`src/rtl/uart_hex_tx_formatter.sv`:
```
// Binary-to-ASCII hex formatter feeding a UART Tx FIFO.
// Prints a DATA_W-bit word MSB nibble first in uppercase hex, optionally
// followed by CR LF. Each character is offered until the FIFO accepts it.
//
// state | meaning
// IDLE  | waiting for start; captures value and digit count on start
// HEX   | presenting top nibble of shift register as an ASCII hex digit
// CR    | presenting carriage return (0x0D)
// LF    | presenting line feed (0x0A)
// DONE  | one-cycle completion pulse, start ignored, returns to IDLE
module uart_hex_tx_formatter #(
    parameter int DATA_W      = 32,
    parameter int APPEND_CRLF = 1,
    parameter int DBITS       = 8
) (
    input  logic              clk_100MHz,
    input  logic              reset,
    input  logic              start,
    input  logic [DATA_W-1:0] value,
    input  logic              tx_full,
    output logic              busy,
    output logic              write_uart,
    output logic [DBITS-1:0]  write_data,
    output logic              done
);

    localparam int NDIG = DATA_W / 4;
    localparam int CW   = $clog2(NDIG + 1);

    typedef enum logic [2:0] {
        IDLE = 3'd0,
        HEX  = 3'd1,
        CR   = 3'd2,
        LF   = 3'd3,
        DONE = 3'd4
    } state_t;

    state_t            state, state_nxt;
    logic [DATA_W-1:0] shreg, shreg_nxt;
    logic [CW-1:0]     cnt, cnt_nxt;
    logic [3:0]        nib;
    logic [7:0]        hex_char;
    logic [7:0]        char_sel;

    assign nib = shreg[DATA_W-1 -: 4];

    // Nibble to uppercase ASCII: 0-9 -> '0'-'9', 10-15 -> 'A'-'F'
    always_comb begin
        hex_char = 8'h30 + {4'h0, nib};
        if (nib > 4'd9) begin
            hex_char = 8'h37 + {4'h0, nib};
        end
    end

    // Outputs decoded from registered state; a write happens only when the FIFO has room
    always_comb begin
        busy       = 1'b0;
        done       = 1'b0;
        char_sel   = 8'h00;
        case (state)
            HEX: begin
                busy     = 1'b1;
                char_sel = hex_char;
            end
            CR: begin
                busy     = 1'b1;
                char_sel = 8'h0D;
            end
            LF: begin
                busy     = 1'b1;
                char_sel = 8'h0A;
            end
            DONE: begin
                done = 1'b1;
            end
            default: begin
                busy = 1'b0;
            end
        endcase
        write_uart = busy & ~tx_full;
        write_data = DBITS'(char_sel);
    end

    // Next-state logic; every advance is gated by an accepted write
    always_comb begin
        state_nxt = state;
        shreg_nxt = shreg;
        cnt_nxt   = cnt;
        case (state)
            IDLE: begin
                if (start) begin
                    shreg_nxt = value;
                    cnt_nxt   = CW'(NDIG);
                    state_nxt = HEX;
                end
            end
            HEX: begin
                if (write_uart) begin
                    shreg_nxt = shreg << 4;
                    cnt_nxt   = cnt - CW'(1);
                    if (cnt == CW'(1)) begin
                        state_nxt = (APPEND_CRLF != 0) ? CR : DONE;
                    end
                end
            end
            CR: begin
                if (write_uart) begin
                    state_nxt = LF;
                end
            end
            LF: begin
                if (write_uart) begin
                    state_nxt = DONE;
                end
            end
            DONE: begin
                state_nxt = IDLE;
            end
            default: begin
                state_nxt = IDLE;
            end
        endcase
    end

    // State, shift register and digit down-counter
    always_ff @(posedge clk_100MHz or negedge reset) begin
        if (!reset) begin
            state <= IDLE;
            shreg <= '0;
            cnt   <= '0;
        end else begin
            state <= state_nxt;
            shreg <= shreg_nxt;
            cnt   <= cnt_nxt;
        end
    end

endmodule

```
`config.mk`:
```
export PLATFORM = sky130hd
export DESIGN_NAME = uart_hex_tx_formatter
export DESIGN_NICKNAME = d
export VERILOG_FILES = /design/src/rtl/uart_hex_tx_formatter.sv
export SDC_FILE = /design/constraint.sdc
export NUM_CORES = 1
export LEC_CHECK = 0
export BUFFER_PORTS_ARGS = -buffer_cell sky130_fd_sc_hd__buf_4
export CORE_UTILIZATION = 40
export DETAILED_ROUTE_END_ITERATION = 12
export HOLD_SLACK_MARGIN = 0.08
export PLACE_DENSITY = 0.74
export RECOVER_POWER = 100
export SYNTH_ARGS = -nofsm -noshare
export SYNTH_HDL_FRONTEND = slang
export SYNTH_SLANG_ARGS = --single-unit
```
`constraint.sdc`:
```
create_clock -name clk_100MHz -period 1.9 [get_ports clk_100MHz]
set_input_delay 0.19 -clock clk_100MHz [delete_from_list [all_inputs] [get_ports clk_100MHz]]
set_output_delay 0.19 -clock clk_100MHz [all_outputs]
set_load 0.1 [all_outputs]
```
=== Word-level counts from Yosys, hierarchy flattened ===
Cells that the tools add are included.

* Add/sub/neg operators: 3
* Order comparisons: 1
* Equality and inequality tests: 10
* Muxes and demuxes: 16
* Bitwise operators: 2
* Reductions and logical operators: 5

{| class="wikitable"
|+ Operators by type and width
! kind !! number
|-
| 32-bit 2-to-1 mux || 2
|-
| 32-bit case mux with 2 select lines || 1
|-
| 7-bit case mux with 3 select lines || 1
|-
| 3-bit 2-to-1 mux || 5
|-
| 6-bit by 4-bit adder with 7-bit output, first input constant || 2
|-
| 3-bit case mux with 4 select lines || 1
|-
| 2-bit inequality test, second input constant || 5
|-
| 4-bit 2-to-1 mux || 2
|-
| 4-bit case mux with 2 select lines || 1
|-
| 7-bit 2-to-1 mux || 1
|-
| 3-bit by 2-bit == test with 1-bit output, second input constant || 2
|-
| 5-bit AND reduction || 1
|-
| 4-bit by 1-bit == test with 1-bit output, second input constant || 1
|-
| 4-bit > comparator, second input constant || 1
|-
| 4-bit by 1-bit subtractor with 4-bit output, second input constant || 1
|-
| 3-bit by 1-bit == test with 1-bit output, second input constant || 1
|-
| 3-bit == test, second input constant || 1
|-
| 3-bit logical NOT || 1
|-
| 3-bit AND reduction || 1
|-
| 3-bit OR reduction || 1
|-
| 1-bit 2-to-1 mux || 2
|-
| 2-bit nonzero test || 1
|-
| 1-bit bitwise AND || 1
|-
| 1-bit NOT || 1
|}

* Flip-flop bits (word level): 39
* Input bits: 36
* Output and inout port bits: 11
* Word-level logic and storage cells: 40

=== Depth between registers and ports, before layout ===
* Depth after elaboration: 6
* Gate-level depth with buffers: 7
* Depth with buffers taken out: 6

=== Least setup slack after synthesis ===
OpenSTA, ideal clock, no wires.

* Path kind: flip-flop to output port
* From: register shreg[28]
* To: output port write_data[1]
* Arrival time: 3.415 ns
* Data required time: 1.710 ns
* Path slack: -1.705 ns
* Stages on the path, launching flop included: 7
* Buffers on the path: 0
* Cell sequence: dfrtp_1 > inv_1 > ha_1 > nor2_1 > o21ai_0 > nor3b_1 > a211oi_1

* Word-level cells in the longest chain between the ends: 3

{| class="wikitable"
|+ RTL lines
! what !! RTL line !! text
|-
| start: declaration || 39 || <nowiki>logic [DATA_W-1:0] shreg, shreg_nxt;</nowiki>
|-
| start signal: assignment || 133 || <nowiki>shreg <= shreg_nxt;</nowiki>
|-
| 6-bit by 4-bit adder with 7-bit output (tied with other cells) || 49 || <nowiki>hex_char = 8'h30 + {4'h0, nib};</nowiki>
|-
| 7-bit 2-to-1 mux (*) || 50 || <nowiki>if (nib > 4'd9) begin</nowiki>
|-
| 7-bit case mux with 3 select lines (*) || 60 || <nowiki>case (state)</nowiki>
|-
| end: declaration || 23 || <nowiki>output logic [DBITS-1:0] write_data,</nowiki>
|}

Mark *: on every way between the ends. The rest lies on a longest branch, timed or not.

=== Worst setup path in the final report ===
Same ends and word-level chain as after synthesis.

==> metrics.txt <==
#FFs+latches synth 39; prevailing post-synth register cell dfrtp_1; status finished with violations; final setup fails 3; clock tree buffer depth 2; leakage dissipation 1.16 nW; num rows 24; Switching Power 0.00262 W; largest net degree at the start of global routing 40; Final Hold Viols 0; GRT Util Overall 0.203; internal cell power 0.00272 W; Synth area leaders dfrtp_1 (51%), nor2_1 (12%), o22ai_1 (9.5%), ha_1 (2.6%), buf_4 (2.0%); clock latency on the worst-skew pair slightly below 300 ps; Slew headroom 0.375; gpl congestion ~0.8; RSZ-0062 raised after global routing true; pwr dens ~2100 nW/um2; CP Class flip-flop to output port; Post-DP HPWL 2960 um; element type at the critical path end output port; most numerous cell in the Yosys netlist nor2_1; GR Overflow Total 0; post-synthesis sequential area ratio 0.511; post-route antenna net violation count 0; Post-Route WL 4610 um; vias in the first global route 1724; cell taking the most area after synthesis dfrtp_1; hold slack 114 ps; Final WS setup -38.1 ps; chip width 71.1 um; worst path required time 1710 ps; clock transition at the registers of the reported paths 70 ps; Post-Place Worst Slack 117 ps; Reg power frac 0.283; commonest cells in the synthesized netlist nor2_1 (60), dfrtp_1 (39), o22ai_1 (29); ratio of cells with drive above 1 in the final layout 0.336; post-synth top area share 0.511; Worst Max-Slew Pin Slew between 900 and 1000 ps; DRT Pass-1 Iters 8; Post-synth EDFFs 0; first-pass GRT wire length 7960 um; Fmax 516 MHz; Net Count, Synth 246; sw frac 0.491; initial antenna violation count 0; n_diodes 0; clk root buf clkbuf_8; I/O Buffers between 40 and 50; synth warn 0; Starting Density 0.427; r2r setup slk 310 ps; Clk network pwr share 0.105; Worst EP arrival 1750 ps; syn avg cell area 9.27 um2; DR WL/cell 15.0 um; Crit Path Max Fanout 3; drt initial violations 82; CTS HTree Levels 2; core box area 4470 um2; Tot Pwr 0.00535 W; max_cap viols 0; vias 1679; Slew Limit Fails 0; Distinct cells, synth 37; final worst-path cycle share 1.02; setup TNS -97.0 ps; Cells after Synth 206; Worst VDD drop 1.09 mV; violated checks design-rule violations, negative setup slack; Die H 71.1 um; ys async rst share 1.00; Hold WC Path Type input pin to flip-flop; CTS Buf Count 5; crit path launch type flip-flop; die footprint 5050 um2; # clock sinks 39; Tmin final 1940 ps; area grow syn2layout 34.7%; Final #Nets slightly below 300; CTS tree built; Logic pwr share 0.612; Residual DRC 4; area of the mapped netlist 1910 um2; clk_skew ~3.6 ps; # IOs 47; via/cell ratio 5.45
## metal layers
layer / GRT usage / part of all wire / wire (um) / vias to the layer above
li1: - / - / - / 817
met1: 0.259 / 0.45 / 2090 / 814
met2: 0.348 / 0.50 / 2280 / 42
met3: 0.0499 / 0.040 / 184 / 6
met4: 0.0533 / 0.012 / 53 / 0
met5: 0 / 0 / 0 / -
## what timing repair did
action	CTS	global route
buffers inserted	3	0
endpoints found under the hold margin	39	0
resized for setup	18	12
pin swaps	4	4
hold buffers	1	0
setup endpoints to repair	5	7
## cells in the final DEF (no fill, tap or decap), drive strengths merged, types with 5 or more instances in the layout
cell    count
nor2b       5
dfrtp      39
a21oi       7
inv         7
nor2       60
clkbuf      7
o21ai       6
buf        55
o22ai      29
## flip-flops by register name (all words and copies together), names as in the netlist
| name | cells |
|---|---|
| cnt | 4 |
| shreg | 32 |
| state | 3 |
## critical path: stages, from the launching register on
cell      delay (ps)
dfrtp_1          410
inv_2             90
ha_4             170
nor2_4           110
o21ai_4           80
buf_6            150
a211oi_4         240
buf_12           210
## per-stage QoR
step / cell area (um2) / util / cells
after global placement: 2330 / 0.522 / 297
final: 2570 / 0.575 / 308
after detailed placement: 2330 / 0.522 / 297
after global routing: 2570 / 0.575 / 308
after floorplan: 1970 / - / 206
after CTS: 2520 / 0.563 / 308
## power by group through the flow
stage	Sequential (W)	Combinational [W]	Clock, W
2_1_floorplan	0.00142	0.00237	0
3_3_place_gp	0.00148	0.00281	0
3_5_place_dp	0.00150	0.00288	0
4_1_cts	0.00149	0.00311	0.000573
5_1_grt	0.00156	0.00353	0.000607
6_report	0.00151	0.00327	0.000562
## area by class of cell
| cell class | instances | area [um2] |
|---|---|---|
| timing repair buffer | 57 | 484 |
| clock buffer | 6 | 82.6 |
| inverter | 7 | 26.3 |
| multi-input combinational | 146 | 932 |
| sequential | 39 | 977 |
| tap | 52 | 65.1 |
| fill | 391 | 1900 |
| clock inverter | 1 | 5.00 |
## final timing paths
path | startpoint | end | cells past startpoint
worst min register to register | cnt[3] | cnt[3] | 1
max in group asynchronous | reset | state[0] | 2
worst max-delay path | shreg[28] | write_data[1] | 7
worst max register to register | state[0] | shreg[27] | 4
min in group asynchronous | reset | shreg[31] | 2
worst min-delay path | tx_full | state[2] | 2
## logic make-up (layout without fill, tap and decap cells)
group | Yosys count | in the layout | synth area share
AO/OA/AOI/OAI | 54 | 54 | 0.182
AND/OR/NAND/NOR | 85 | 85 | 0.203
adder cells (fa/ha/maj) | 4 | 4 | 0.0262
flip-flops | 39 | 39 | 0.511
multiplexers | 2 | 2 | 0.0105
other | 1 | 1 | 0.00196
buffers and inverters | 21 | 71 | 0.0655
(Power assumes the default switching activity.)
